## src/rtl/game_pkg.sv

```systemverilog
// Shared types and constants for the pong match controller.
package game_pkg;

   localparam int SCORE_W = 4;
   localparam int FRAME_W = 8;

   typedef enum logic [2:0] {
      IDLE  = 3'd0,
      SERVE = 3'd1,
      PLAY  = 3'd2,
      POINT = 3'd3,
      PAUSE = 3'd4,
      OVER  = 3'd5
   } state_t;

   typedef enum logic [1:0] {
      WIN_NONE = 2'b00,
      WIN_L    = 2'b01,
      WIN_R    = 2'b10
   } winner_t;

endpackage

```

## src/rtl/game_ctrl_if.sv

```systemverilog
// Signal bundle between the match controller and the ball mover / display.
interface game_ctrl_if;
   import game_pkg::*;

   logic               VSync;
   logic               StartBtn;
   logic               PauseBtn;
   logic               LftCollision;
   logic               RgtCollision;
   logic               BallEn;
   logic               BallRst;
   logic [SCORE_W-1:0] ScoreL;
   logic [SCORE_W-1:0] ScoreR;
   logic [1:0]         Winner;
   logic [2:0]         GameState;

   modport master (
      output VSync, StartBtn, PauseBtn, LftCollision, RgtCollision,
      input  BallEn, BallRst, ScoreL, ScoreR, Winner, GameState
   );

   modport slave (
      input  VSync, StartBtn, PauseBtn, LftCollision, RgtCollision,
      output BallEn, BallRst, ScoreL, ScoreR, Winner, GameState
   );

endinterface

```

## src/rtl/game_ctrl_btn_sync.sv

```systemverilog
// Two-flop synchroniser for an asynchronous pushbutton followed by a
// rising-edge detector producing a single-cycle event.
module btn_sync (
   input  logic clk,
   input  logic reset,
   input  logic btn,
   output logic pulse
);

   // [0],[1] synchronise; [2] remembers the previous synchronised level
   logic [2:0] sh_q, sh_d;

   always_comb begin
      sh_d = {sh_q[1:0], btn};
   end

   always_ff @(posedge clk or negedge reset) begin
      if (!reset) sh_q <= '0;
      else        sh_q <= sh_d;
   end

   assign pulse = sh_q[1] & ~sh_q[2];

endmodule

```

## src/rtl/game_ctrl.sv

```systemverilog
// Pong match sequencer: serve countdown, play, pause, scoring and game over.
// All outputs are registered; events are derived from registered edge detects.
module game_ctrl
   import game_pkg::*;
#(
   parameter int WIN_SCORE    = 9,
   parameter int SERVE_FRAMES = 60
) (
   input  logic        clk,
   input  logic        reset,
   game_ctrl_if.slave  gif
);

   localparam logic [SCORE_W-1:0] WIN_S    = SCORE_W'(WIN_SCORE);
   localparam logic [FRAME_W-1:0] SERVE_LD = FRAME_W'(SERVE_FRAMES);

   // ---- event generation ----
   logic start_ev, pause_ev;

   btn_sync u_start (.clk(clk), .reset(reset), .btn(gif.StartBtn), .pulse(start_ev));
   btn_sync u_pause (.clk(clk), .reset(reset), .btn(gif.PauseBtn), .pulse(pause_ev));

   logic vs_q, vs_d;
   logic lc_q, lc_d;
   logic rc_q, rc_d;
   logic tick, l_ev, r_ev;

   always_comb begin
      vs_d = gif.VSync;
      lc_d = gif.LftCollision;
      rc_d = gif.RgtCollision;
   end

   assign tick = ~gif.VSync & vs_q;
   assign l_ev = gif.LftCollision & ~lc_q;
   assign r_ev = gif.RgtCollision & ~rc_q;

   always_ff @(posedge clk or negedge reset) begin
      if (!reset) begin
         vs_q <= 1'b0;
         lc_q <= 1'b0;
         rc_q <= 1'b0;
      end else begin
         vs_q <= vs_d;
         lc_q <= lc_d;
         rc_q <= rc_d;
      end
   end

   // ---- match state ----
   state_t             state_q, state_d;
   logic [FRAME_W-1:0] frame_cnt_q, frame_cnt_d;
   logic [SCORE_W-1:0] score_l_q, score_l_d;
   logic [SCORE_W-1:0] score_r_q, score_r_d;
   winner_t            winner_q, winner_d;
   logic               ball_en_q, ball_en_d;
   logic               ball_rst_q, ball_rst_d;

   always_ff @(posedge clk or negedge reset) begin
      if (!reset) begin
         state_q     <= IDLE;
         frame_cnt_q <= '0;
         score_l_q   <= '0;
         score_r_q   <= '0;
         winner_q    <= WIN_NONE;
         ball_en_q   <= 1'b0;
         ball_rst_q  <= 1'b0;
      end else begin
         state_q     <= state_d;
         frame_cnt_q <= frame_cnt_d;
         score_l_q   <= score_l_d;
         score_r_q   <= score_r_d;
         winner_q    <= winner_d;
         ball_en_q   <= ball_en_d;
         ball_rst_q  <= ball_rst_d;
      end
   end

   always_comb begin
      state_d     = state_q;
      frame_cnt_d = frame_cnt_q;
      score_l_d   = score_l_q;
      score_r_d   = score_r_q;
      winner_d    = winner_q;
      ball_rst_d  = 1'b0;

      case (state_q)
         IDLE, OVER: begin
            if (start_ev) begin
               score_l_d   = '0;
               score_r_d   = '0;
               winner_d    = WIN_NONE;
               ball_rst_d  = 1'b1;
               frame_cnt_d = SERVE_LD;
               state_d     = SERVE;
            end
         end
         SERVE: begin
            if (tick) begin
               frame_cnt_d = frame_cnt_q - 1'b1;
               if (frame_cnt_q == FRAME_W'(1)) state_d = PLAY;
            end
         end
         PLAY: begin
            // a collision always takes priority over a same-cycle pause
            if (l_ev && r_ev) begin
               ball_rst_d  = 1'b1;
               frame_cnt_d = SERVE_LD;
               state_d     = SERVE;
            end else if (l_ev) begin
               if (score_r_q < WIN_S) score_r_d = score_r_q + 1'b1;
               state_d = POINT;
            end else if (r_ev) begin
               if (score_l_q < WIN_S) score_l_d = score_l_q + 1'b1;
               state_d = POINT;
            end else if (pause_ev) begin
               state_d = PAUSE;
            end
         end
         POINT: begin
            if (score_l_q == WIN_S) begin
               winner_d = WIN_L;
               state_d  = OVER;
            end else if (score_r_q == WIN_S) begin
               winner_d = WIN_R;
               state_d  = OVER;
            end else begin
               ball_rst_d  = 1'b1;
               frame_cnt_d = SERVE_LD;
               state_d     = SERVE;
            end
         end
         PAUSE: begin
            if (pause_ev) state_d = PLAY;
         end
         default: state_d = IDLE;
      endcase

      // registered copy of "next state is PLAY" so BallEn drops with the score
      ball_en_d = (state_d == PLAY);
   end

   assign gif.BallEn    = ball_en_q;
   assign gif.BallRst   = ball_rst_q;
   assign gif.ScoreL    = score_l_q;
   assign gif.ScoreR    = score_r_q;
   assign gif.Winner    = winner_q;
   assign gif.GameState = state_q;

endmodule

```

## src/flat_wrapper.sv

```systemverilog
// flat-port wrapper written by rule: the top's interface ports become plain ports
module game_ctrl_flat import game_pkg::*;
#(
   parameter int WIN_SCORE    = 9,
   parameter int SERVE_FRAMES = 60
)
  (clk, reset, gif_VSync, gif_StartBtn, gif_PauseBtn, gif_LftCollision, gif_RgtCollision, gif_BallEn, gif_BallRst, gif_ScoreL, gif_ScoreR, gif_Winner, gif_GameState);
  game_ctrl_if gif_i ();
  input  logic clk;
  input  logic reset;
  input wire logic [$bits(gif_i.VSync)-1:0] gif_VSync;
  input wire logic [$bits(gif_i.StartBtn)-1:0] gif_StartBtn;
  input wire logic [$bits(gif_i.PauseBtn)-1:0] gif_PauseBtn;
  input wire logic [$bits(gif_i.LftCollision)-1:0] gif_LftCollision;
  input wire logic [$bits(gif_i.RgtCollision)-1:0] gif_RgtCollision;
  output wire logic [$bits(gif_i.BallEn)-1:0] gif_BallEn;
  output wire logic [$bits(gif_i.BallRst)-1:0] gif_BallRst;
  output wire logic [$bits(gif_i.ScoreL)-1:0] gif_ScoreL;
  output wire logic [$bits(gif_i.ScoreR)-1:0] gif_ScoreR;
  output wire logic [$bits(gif_i.Winner)-1:0] gif_Winner;
  output wire logic [$bits(gif_i.GameState)-1:0] gif_GameState;
  assign gif_i.VSync = gif_VSync;
  assign gif_i.StartBtn = gif_StartBtn;
  assign gif_i.PauseBtn = gif_PauseBtn;
  assign gif_i.LftCollision = gif_LftCollision;
  assign gif_i.RgtCollision = gif_RgtCollision;
  assign gif_BallEn = gif_i.BallEn;
  assign gif_BallRst = gif_i.BallRst;
  assign gif_ScoreL = gif_i.ScoreL;
  assign gif_ScoreR = gif_i.ScoreR;
  assign gif_Winner = gif_i.Winner;
  assign gif_GameState = gif_i.GameState;
  game_ctrl #(.WIN_SCORE(WIN_SCORE), .SERVE_FRAMES(SERVE_FRAMES)) u_core (.clk(clk), .reset(reset), .gif(gif_i));
endmodule
```

## config.mk

```make
export PLATFORM = sky130hd
export DESIGN_NAME = game_ctrl_flat
export DESIGN_NICKNAME = d
export VERILOG_FILES = /design/src/rtl/game_pkg.sv /design/src/rtl/game_ctrl_if.sv /design/src/rtl/game_ctrl_btn_sync.sv /design/src/rtl/game_ctrl.sv /design/src/flat_wrapper.sv
export SDC_FILE = /design/constraint.sdc
export NUM_CORES = 1
export LEC_CHECK = 0
export CAP_MARGIN = 20
export CORE_ASPECT_RATIO = 0.9
export CORE_MARGIN = 4
export CORE_UTILIZATION = 30
export CTS_CLUSTER_SIZE = 24
export DETAILED_ROUTE_END_ITERATION = 16
export SLEW_MARGIN = 20
export SYNTH_ARGS = -nofsm -noshare
export SYNTH_HDL_FRONTEND = slang
export SYNTH_HIERARCHICAL = 1
export SYNTH_SLANG_ARGS = --single-unit
```

## constraint.sdc

```tcl
create_clock -name clk -period 3.52 [get_ports clk]
set_clock_uncertainty 0.2 [all_clocks]
set_input_delay 0.704 -clock clk [delete_from_list [all_inputs] [get_ports clk]]
set_output_delay 0.704 -clock clk [all_outputs]
set_load 0.005 [all_outputs]
```

---- Word level (Yosys, flattened, before mapping) ----
Cells that the tools add are included.
storage, ports and cells
  bits in registers ....................... 32
  output and inout port bits .............. 15
cells by class
  add/subtract/negate cells ............... 3
  order comparisons ....................... 2
  equal/unequal tests ..................... 21
  multiplexer cells ....................... 36
  bitwise operators ....................... 10
  reductions and logical operators ........ 10
operators by type and width
  operator                                                                 number
  8-bit two-way mux                                                        5
  4-bit two-way mux                                                        8
  8-bit one-hot mux with 4 select lines                                    1
  3-bit two-way mux                                                        10
  4-bit one-hot mux with 2 select lines                                    2
  3-bit one-hot mux with 5 select lines                                    1
  2-bit by 1-bit inequality test with 1-bit output, second input constant  7
  6-bit AND reduction                                                      2
  3-bit by 2-bit equality test with 1-bit output, second input constant    3
  4-bit by 1-bit adder with 4-bit output, second input constant            2
  4-bit equality test, second input constant                               2
  8-bit by 1-bit equality test with 1-bit output, second input constant    1
  4-bit < comparator, second input constant                                2
  2-bit inequality test, second input constant                             4
  8-bit by 1-bit subtractor with 8-bit output, second input constant       1
  3-bit equality test, second input constant                               2
  2-bit two-way mux                                                        3
  1-bit AND                                                                5
  1-bit NOT                                                                5
  5-bit AND reduction                                                      1
  1-bit two-way mux                                                        4
  2-bit one-hot mux with 2 select lines                                    1
  2-bit nonzero test                                                       2
  4-bit nonzero test                                                       1
  7 further kinds                                                          7

---- Logic depth before layout (Yosys ltp) ----
Gate-level depths: netlist of run 1.
  depth after elaboration ................. 8
  mapped depth ............................ 7
  depth with buffers taken out ............ 7

---- Hierarchy ----
The synthesis of run 1 kept the hierarchy.
modules (own cells, without submodules)
  module     times used  cells each  area each (um^2)
  game_ctrl  1           153         1,522.7
  btn_sync   2           4           88.8

---- Worst setup path after synthesis of run 1 ----
OpenSTA, ideal clock, no wires.
  path type ............................... input to register
  start ................................... input gif_VSync
  end ..................................... register u_core.frame_cnt_q[3]
  library setup time ...................... 0.139 ns
  data arrival time ....................... 1.744 ns
  data required time ...................... 3.181 ns
  path slack .............................. 1.437 ns
  stages on the path ...................... 5
  buffers on the path ..................... 0
  cell sequence ........................... nor3b_1 > o21ai_1 > a2111oi_2 > and3_2 > o21ai_1
between the ends
  cells in the longest elaborated chain, start to end .. 4
RTL lines
  item                                                               line                source
  start: declaration                                                 flat_wrapper.sv:11  input wire logic [$bits(gif_i.VSync)-1:0] gif_VSync;
  1-bit NOT                                                          game_ctrl.sv:34     assign tick = ~gif.VSync & vs_q;
  1-bit AND                                                          game_ctrl.sv:34
  2-bit by 1-bit inequality test with 1-bit output (no source line)  --
  6-bit AND reduction (no source line)                               --
  end signal: assignment                                             game_ctrl.sv:70     frame_cnt_q <= frame_cnt_d;
  end: declaration                                                   game_ctrl.sv:52     logic [FRAME_W-1:0] frame_cnt_q, frame_cnt_d;
No other way between the ends.
A chain may end at the register's enable or synchronous reset.

---- Worst setup path in the final report of run 1 ----
Same ends and word-level chain as after synthesis.

==> results.md, run 1 <==
- Run status: finished, final reports clean
- Main combinational cell family by area after synthesis: simple AND/OR/NAND/NOR gates
- Cells after Synth: about 160
- Mapped cell area: around 1700 um^2
- Clock power frac: 0.330
- Global-route wire length before repair: roughly 5800 um
- DRT iter0 DRCs: between 50 and 60
- CTS tree: yes
- CTS HTree Levels: 2
- Die area: about 6900 um^2
- Post-CTS setup buffer count: 0
- # rows: 25
- Num CTS Buffers: 5
- Ys Warns: 6
- Setup TNS: 0 ns
- Maximum vdd drop: 0.1551 mV
- Routed length per instance: around 13 um
- Starting density of the core: 0.3160
- Share of layout cells above drive strength 1: 0.1164
- CP Buf/Inv Count: 1
- IO Pins: 22
- Reg2reg start: u_core/gif.GameState[0]
- CTS root buf: clkbuf_8
- Initial DRT Pass Iterations: 4
- Number of enable-type register cells in the synthesized netlist: 0
- Fmax achieved: between 0.4 and 0.5 GHz
- Post-cts resize count: 0
- Comb power frac: 0.161
- Unrepaired setup endpoints after global routing: false
- Total power: a little under 0.9 mW
- Post-synth top area share: 0.4709
- # DRC: 0
- Netlist cell types: 48
- Synth async-reset ratio: 1.000
- Leakage: roughly 0.94 nW
- Post-DP HPWL: ~2400 um
- Worst hold slack: between 0.1 and 0.15 ns
- Clock sink total: 32
- Placer's final routability congestion estimate: 0.7243
- # diodes: 0
- Post-Synth XOR/XNOR Area: 0.02060
- Max_cap viols: 0
- Vias in the first global route: approximately 1200
- Slew Limit Headroom: 0.6563
- Worst Tran Pin Value: 0.5145 ns
- Internal power: about 0.64 mW
- Clk_lat worst skew: between 0.2 and 0.3 ns
- Critical Path AT: 2.39 ns
- Crit path largest cell delay: around 0.56 ns
- Post-Synth Simple-Gate Area: 0.2259
- Post-synthesis adder-cell area fraction: 0.05887
- Sequential Power Share: 0.509
- Endpoint class of the critical path: register
- Core Footprint: 5380 um^2
- CP max-delay cell: a2111oi_2
- Most common cell in the synthesized netlist: dfrtp_1
- GRT Residual Overflow: 0
- DIE HEIGHT: around 79 um
- Crit path max fanout: 4
- Post-synthesis area per instance: 10.56 um^2
- Antenna-violating nets left: 0
- Number of vias per cell: between 4 and 5
- Hold crit path type: reg2reg
- Area grow syn2layout: 22.07%
- Final min period: roughly 2.4 ns
- DRT Wirelength: roughly 3300 um
- Clock Tree Buf Depth: 2
- Pwr dens: around 420 nW/um^2
- Crit-path cells: clkdlybuf4s50_1 -> nor3b_1 -> o21ai_1 -> a2111oi_2 -> and3_2 -> o21ai_1
- Final Hold Vio Count: 0
- Synth Register Bits: 32
- GRT Total Usage: 0.1069
- Port bufs: 21
- Syn Nets: roughly 180
- CP Data Required Time: around 3.5 ns
- Synth top area cells: dfrtp_1, ha_1, a21oi_1
- CP Class: in2reg
- Post-synthesis compound-gate area fraction: 0.1589
- Crit path max-delay family: compound AO/OA/AOI/OAI gates
- Clock transition at path regs: ~0.07 ns
- Register area share after synthesis: 0.4709
- Hold path startpoint: u_core/u_start/sh_q[0]
- Final Max Tran Viols: 0
- Largest net degree at the start of global routing: 33
- Final nets: just over 200
- Crit. Startpoint: gif_VSync
- Most frequent CP cell: o21ai_1
- NetSw: 0.2421 mW
- Top FF cell, synth: dfrtp_1
- Initial antenna violation count: 0
- # setup viols final: 0
- Post-synth top cells: dfrtp_1, inv_1, nor2_1, a21oi_1
- Via count: 1249
- Die width: ~87 um
- Leading area contributor after synthesis: dfrtp_1
- Mux cell area share after synthesis: 0.02428
- CTS Hold Bufs: 0
- Sw frac: 0.2753
- Final Cycle Share: 0.6951
- Startpoint Class: input pin
-- cell type report --
cell class,instances,area [um^2]
Multi-Input combinational cell,114,830.8
Inverter,12,45.04
Clock buffer,8,90.09
Sequential cell,32,800.8
Tap cell,67,83.83
Timing Repair Buffer,23,225.2
Fill cell,536,3304
-- power by group through the flow --
stage | registers, mW | clock network [mW] | logic [mW]
floorplan | 0.447 | 0 | 0.102
detailed placement | 0.453 | 0 | 0.142
global placement | 0.454 | 0 | 0.140
global route | 0.455 | 0.317 | 0.168
CTS | 0.447 | 0.304 | 0.143
finish | 0.448 | 0.290 | 0.141
-- cells by family after synthesis --
| kind of cell | Yosys count |
|---|---|
| compound gates | 36 |
| xor+xnor | 4 |
| simple gates | 62 |
| buf+inv | 15 |
| fa+ha+maj | 8 |
| flops | 32 |
| mux | 4 |
-- path summary, 6_finish.rpt --
path,endpoint,slack [ns],cells after the start
max in group asynchronous,u_core/u_pause/sh_q[0],2.19,2
worst min-delay path,u_core/u_start/sh_q[1],0.15,0
worst min register to register,u_core/u_start/sh_q[1],0.15,0
min in group asynchronous,u_core/gif.BallRst,0.63,2
worst max register to register,u_core/frame_cnt_q[6],1.33,6
worst max-delay path,u_core/frame_cnt_q[3],1.07,6
-- registers in the layout, summed over array words and instances, names as in the netlist --
name	count
u_core/gif.Winner	2
u_core/gif.ScoreL	4
u_core/frame_cnt_q	8
u_core/u_pause/sh_q	3
u_core/gif.BallEn	1
u_core/gif.GameState	3
u_core/u_start/sh_q	3
u_core/rc_q	1
u_core/lc_q	1
u_core/vs_q	1
u_core/gif.BallRst	1
u_core/gif.ScoreR	4
-- per-layer routing --
layer | vias to the layer above | wire (um) | track usage | share of wire
li1 | 618 | - | - | -
met1 | 609 | 1685 | 0.1455 | 0.51
met2 | 17 | 1451 | 0.1611 | 0.44
met3 | 5 | 143 | 0.03096 | 0.043
met4 | 0 | 31 | 0.03681 | 0.0094
met5 | - | 0 | 0 | 0
-- stage by stage --
stage	cells	utilization	instance area, um^2	setup slack [ns]
floorplan	161	-	1700	1.437
global placement	248	0.3691	1986	0.8130
detailed placement	248	0.3691	1986	0.7445
CTS	256	0.3858	2076	1.061
global route	256	0.3858	2076	0.9172
finish	256	0.3858	2076	1.073
-- cell usage in the layout, fill, tap and decap left out, drive strengths merged, types with 5 or more instances in the layout --
cell	synthesis	layout
a21oi	9	9
nand3	5	5
ha	8	8
clkdlybuf4s50	0	21
nand2	8	8
nor2	12	12
nor2b	7	7
dfrtp	32	32
nand3b	6	6
clkbuf	0	8
o21ai	11	11
inv	12	12
nand2b	6	6
No activity file was read; power rests on OpenSTA's default activity.
==> run 2: changes to the inputs <==
==> constraint.sdc (replaced) <==
create_clock -name clk -period 2.3 [get_ports clk]
set_clock_uncertainty 0.2 [all_clocks]
set_input_delay 0.46 -clock clk [delete_from_list [all_inputs] [get_ports clk]]
set_output_delay 0.46 -clock clk [all_outputs]
set_load 0.005 [all_outputs]
==> results.md, run 2 (same netlist as run 1, synthesis figures left out) <==
- Run status: finished, final reports clean
- CTS tree: yes
- DRT Wirelength: 3373 um (+1.8%)
- Final Cycle Share: 0.9225
- Global-route wire length before repair: 5740 um (-0.97%)
- Initial antenna violation count: 0 (unchanged)
- # diodes: 0 (unchanged)
- Maximum vdd drop: 0.2687 mV (+73%)
- Die area: 6938 um^2 (unchanged)
- Hold crit path type: reg2reg
- Via count: 1261 (+0.96%)
- GRT Total Usage: 0.1074 (+0.0005016)
- Clock transition at path regs: 0.06 ns (about the same)
- Place WS: -0.06096 ns (-0.8055 ns)
- Final Hold Vio Count: 0 (unchanged)
- Final Max Tran Viols: 0 (unchanged)
- Crit. Startpoint: u_core/gif.GameState[2]
- Clk_lat worst skew: 0.28 ns (about the same)
- Crit path max fanout: 10 (+6)
- Endpoint class of the critical path: output port
- Cells after DPL: 264 (+6.5%)
- Worst hold slack: 0.1470 ns (-0.002320 ns)
- Core Footprint: 5380 um^2 (unchanged)
- Share of layout cells above drive strength 1: 0.1902 (+0.07384)
- Top layer in use: met4
- Routed length per instance: 12.40 um (-4.1%)
- Slew Limit Headroom: 0.6217 (-0.03462)
- Antenna-violating nets left: 0 (unchanged)
- Largest register FFs: 8 (unchanged)
- Post-CTS setup buffer count: 0 (unchanged)
- Final setup margin: 0.1783 ns (-0.8948 ns)
- DIE HEIGHT: 79.42 um (unchanged)
- Metal3 WL: 170 um (+19%)
- Clock sink total: 32 (unchanged)
- GRT Residual Overflow: 0 (unchanged)
- Most frequent cells in the layout: dfrtp_1, clkdlybuf4s50_1, buf_4
- Pwr dens: 613.7 nW/um^2 (+45%)
- Port bufs: 21 (unchanged)
- Final min period: between 2 and 2.5 ns
- CP Class: reg2out
- Hold path startpoint: u_core/u_start/sh_q[0]
- Largest net degree at the start of global routing: 33 (unchanged)
- Initial DRT Pass Iterations: 4 (unchanged)
- Critical Path AT: 1.46 ns (-0.93 ns)
- Wl on met1: 1675 um (-0.59%)
- Starting density of the core: 0.3160 (unchanged)
- Reg2reg start: u_core/gif.ScoreR[1]
- IO Pins: 22 (unchanged)
- Most common library cell in the layout ignoring fill and taps: dfrtp_1
- CTS HTree Levels: 2 (unchanged)
- Worst Tran Pin Value: 0.5675 ns (+0.05299 ns)
- Met2 routed WL: 1488 um (+2.5%)
- # setup viols final: 0 (unchanged)
- Num CTS Buffers: 5 (unchanged)
- CP Data Required Time: 1.64 ns (-1.83 ns)
- Max_cap viols: 0 (unchanged)
- Area grow syn2layout: 30.10%
- # rows: 25 (unchanged)
- # DRC: 0 (unchanged)
- CTS root buf: clkbuf_8
- Leakage: 1.021 nW (+8.4%)
- Post-DP HPWL: 2538 um (+5.3%)
- Fin cells: 272 (+6.3%)
- Biggest register: u_core/frame_cnt_q
- Fmax achieved: 0.4713 GHz
- Final nets: 219 (+7.9%)
- Number of vias per cell: 4.636 (-5.0%)
- Clock Tree Buf Depth: 2 (unchanged)
- Vias in the first global route: 1224 (-1.5%)
- Setup TNS: 0 ns (unchanged)
- Startpoint Class: register
- Die width: 87.36 um (unchanged)
- Unrepaired setup endpoints after global routing: false
- DRT iter0 DRCs: 81 (+37%)
- Placer's final routability congestion estimate: 0.7604 (+5.0%)
-- run 2: cell types whose count changed in the layout (fill, tap and decap cells not counted) --
cell       change
o21bai_2       +1
o21bai_1       -1
a2111oi_2      -1
a2111oi_4      +1
buf_4         +16
-- run 2: layer usage --
metal	up-vias	global-route usage
met5	-	0
met4	0	0.03681
met3	5	0.03509
met2	18	0.1642
met1	589	0.1419
li1	649	-
-- run 2: worst max-delay path: stages (launching register included) --
cell             delay, ns
dfrtp_1               0.52
buf_4                 0.17
clkdlybuf4s50_1       0.49
-- run 2: path summary, 6_finish.rpt --
path	slack, ns	cells after the start	to
max	0.18	2	gif_GameState[2]
min	0.15	0	u_core/u_start/sh_q[1]
max reg2reg	0.22	8	u_core/frame_cnt_q[6]
min reg2reg	0.15	0	u_core/u_start/sh_q[1]
max in group asynchronous	1.22	2	u_core/gif.ScoreL[1]
min in group asynchronous	0.38	2	u_core/u_pause/sh_q[0]
-- run 2: cell type report --
class                      count  area (um^2)
tap                           67        83.83
timing repair buffer          39        345.3
fill                         520         3168
multi-input combinational    114        847.1
clock buffer                   8        90.09
sequential                    32        800.8
inverter                      12        45.04
-- run 2: timing repair --
| item | in CTS | in global routing |
|---|---|---|
| hold buffers | 0 | 0 |
| gates resized for setup | 0 | 2 |
| setup endpoints to repair | 0 | 2 |
-- run 2: power by group --
| group | leakage, nW | internal (mW) | switching [mW] |
|---|---|---|---|
| Clock | 0.0455 | 0.244 | 0.193 |
| Sequential | 0.389 | 0.631 | 0.0540 |
| Combinational | 0.586 | 0.113 | 0.123 |
-- run 2: through the flow --
step	utilization	cell area [um^2]	power, mW
4_1_cts	0.4081	2196	1.375
3_5_place_dp	0.3914	2106	0.9281
2_1_floorplan	-	1700	0.8398
6_report	0.4112	2212	1.358
3_3_place_gp	0.3914	2106	0.9205
5_1_grt	0.4112	2212	1.448
==> run 3: changes to the inputs <==
--- a/config.mk
+++ b/config.mk
@@ -5,6 +5,7 @@
 export SDC_FILE = /design/constraint.sdc
 export NUM_CORES = 1
 export LEC_CHECK = 0
+export ABC_AREA = 1
 export CAP_MARGIN = 20
 export CORE_ASPECT_RATIO = 0.9
 export CORE_MARGIN = 4
==> results.md, run 3 <==
- Placer's final routability congestion estimate: 0.8359 (+9.9%)
- Cell area after layout: 2200 um^2 (-0.57%)
- DRT Wirelength: 3717 um (+10%)
- Vias in the first global route: 1456 (+19%)
- Final min period: 2.042 ns (-0.07957 ns)
- Clk_lat worst skew: 0.28 ns (about the same)
- Maximum vdd drop: 0.4703 mV (+75%)
- Cells after Synth: 226 (+40%)
- Clock power frac: 0.221 (-0.100)
- Core Footprint: 5758 um^2 (+7.0%)
- Final Cycle Share: 0.8879 (-0.03459)
- Starting density of the core: 0.3133 (-0.002705)
- Slew Limit Headroom: 0.7238 (+0.1021)
- # DRC: 0 (unchanged)
- CP Buf/Inv Count: 1 (-1)
- Pwr dens: 923.5 nW/um^2 (+50%)
- Main combinational cell family by area after synthesis: simple AND/OR/NAND/NOR gates
- GRT Total Usage: 0.1130 (+0.005613)
- CTS root buf: clkbuf_8
- CTS tree: yes
- Synth top area cells: dfrtp_1, nand2_1, inv_1
- Syn Nets: 241 (+37%)
- Number of vias per cell: 4.512 (-2.7%)
- Max_cap viols: 0 (unchanged)
- GRT Residual Overflow: 0 (unchanged)
- CP max-delay cell: clkdlybuf4s50_1
- Run status: finished, final reports clean
- Post-DP HPWL: 2750 um (+8.3%)
- Largest register FFs: 8 (unchanged)
- CP Class: reg2out
- # diodes: 0 (unchanged)
- Netlist cell types: 24 (-50%)
- Startpoint Class: register
- Leakage: 1.057 nW (+3.6%)
- Synth Register Bits: 32 (unchanged)
- # setup viols final: 0 (unchanged)
- Post-synthesis compound-gate area fraction: 0.07836 (-0.08058)
- Placed inst area: 2110 um^2 (+0.18%)
- Final nets: 270 (+23%)
- Post-synth top cells: nand2_1, dfrtp_1, inv_1, nor2_1, o21ai_0
- Post-CTS setup buffer count: 0 (unchanged)
- Fmax achieved: 0.4897 GHz (+3.9%)
- Post-synth top area share: 0.4438 (-0.02711)
- Die area: 7321 um^2 (+5.5%)
- Crit path max-delay family: buffers and inverters
- Leading area contributor after synthesis: dfrtp_1
- Most frequent cells in the layout: nand2_1, dfrtp_1, inv_1
- DRT iter0 DRCs: 91 (+12%)
- Setup TNS: 0 ns (unchanged)
- Comb power frac: 0.383 (+0.209)
- Die width: 89.75 um (+2.7%)
- Sequential Power Share: 0.397 (-0.108)
- Crit path max fanout: 5 (-5)
- Biggest register: u_core/frame_cnt_q
- Endpoint class of the critical path: output port
- Register area share after synthesis: 0.4438 (-0.02711)
- Final Hold Vio Count: 0 (unchanged)
- Global-route wire length before repair: 6637 um (+16%)
- CP Data Required Time: 1.64 ns (about the same)
- Worst Tran Pin Value: 0.4143 ns (-0.1532 ns)
- Clock transition at path regs: 0.06 ns (about the same)
- Initial antenna violation count: 0 (unchanged)
- Top FF cell, synth: dfrtp_1
- Area grow syn2layout: 21.91%
- Port bufs: 21 (unchanged)
- Post-Synth Simple-Gate Area: 0.3336 (+0.1077)
- Post-cts resize count: 0 (unchanged)
- Total power: 2.031 mW (+50%)
- Crit. Startpoint: u_core/gif.GameState[2]
- Number of enable-type register cells in the synthesized netlist: 0 (unchanged)
- Most common library cell in the layout ignoring fill and taps: nand2_1
- Num CTS Buffers: 5 (unchanged)
- Final Max Tran Viols: 0 (unchanged)
- Critical Path AT: 1.38 ns (-0.08 ns)
- Reg2reg start: u_core/gif.ScoreL[1]
- # rows: 26 (+4.0%)
- Mux cell area share after synthesis: 0 (-0.02428)
- NetSw: 0.8032 mW (+120%)
- Mapped cell area: 1804 um^2 (+6.1%)
- Routed length per instance: 11.40 um (-8.1%)
- Via count: 1471 (+17%)
- Most common cell in the synthesized netlist: nand2_1
- Crit path largest cell delay: 0.57 ns (+0.05 ns)
- Synth async-reset ratio: 1.000 (unchanged)
- CTS HTree Levels: 2 (unchanged)
- Clock Tree Buf Depth: 2 (unchanged)
- IO Pins: 22 (unchanged)
- Initial DRT Pass Iterations: 4 (unchanged)
- Largest net degree at the start of global routing: 33 (unchanged)
- Internal power: 1.228 mW (+24%)
- Ys Warns: 6 (unchanged)
- Post-synthesis area per instance: 7.983 um^2 (-24%)
- Post-Synth XOR/XNOR Area: 0.02427 (+0.003668)
- Crit-path cells: clkdlybuf4s50_1
- Hold path startpoint: u_core/u_start/sh_q[0]
- DIE HEIGHT: 81.57 um (+2.7%)
- Share of layout cells above drive strength 1: 0.1016 (-0.08868)
- CTS Hold Bufs: 0 (unchanged)
- Clock sink total: 32 (unchanged)
- Unrepaired setup endpoints after global routing: false
- Hold crit path type: reg2reg
- Post-synthesis adder-cell area fraction: 0.05548 (-0.003388)
- Sw frac: 0.3954 (+0.1232)
- Antenna-violating nets left: 0 (unchanged)
run 3: cell families after synthesis:
family	count (synthesis)
compound gates	25
xor+xnor	5
fa+ha+maj	8
buf+inv	31
flops	32
simple gates	125
run 3: worst paths after layout:
check	to	slack, ns	cells past startpoint
min in group asynchronous	u_core/gif.ScoreR[1]	0.37	2
max reg2reg	u_core/frame_cnt_q[6]	0.58	9
min	u_core/u_start/sh_q[1]	0.15	0
min reg2reg	u_core/u_start/sh_q[1]	0.15	0
max in group asynchronous	u_core/gif.BallRst	1.22	2
max	gif_GameState[2]	0.26	1
run 3: cell type report:
type | instances | area (um^2)
Sequential cell | 32 | 800.8
Tap cell | 70 | 87.58
Timing Repair Buffer | 22 | 217.7
Inverter | 31 | 116.4
Multi-Input combinational cell | 163 | 887.1
Fill cell | 583 | 3558
Clock buffer | 8 | 90.09
run 3: metrics by stage:
step	hold slack [ns]	instances	util	worst slack, ns
detailed placement	0.1373	318	0.3664	0.2168
finish	0.1513	326	0.3820	0.2579
global route	0.1584	326	0.3820	0.1950
global placement	0.1323	318	0.3664	0.2667
floorplan	-0.03559	226	-	0.7484
CTS	0.1538	326	0.3820	0.2167
run 3: power by group through the flow:
stage | combinational [mW] | sequential, mW | clock (mW)
finish | 0.777 | 0.806 | 0.449
global route | 0.917 | 0.824 | 0.491
CTS | 0.785 | 0.805 | 0.468
detailed placement | 0.780 | 0.817 | 0
global placement | 0.766 | 0.813 | 0
floorplan | 0.572 | 0.785 | 0
run 3: metal layers:
metal	wire length (um)	GRT usage	up-vias	share of wire
met2	1604	0.1772	25	0.43
met1	1937	0.1481	672	0.52
met4	22	0.04900	0	0.0059
met3	153	0.03114	2	0.041
li1	-	-	772	-
met5	0	0	-	0
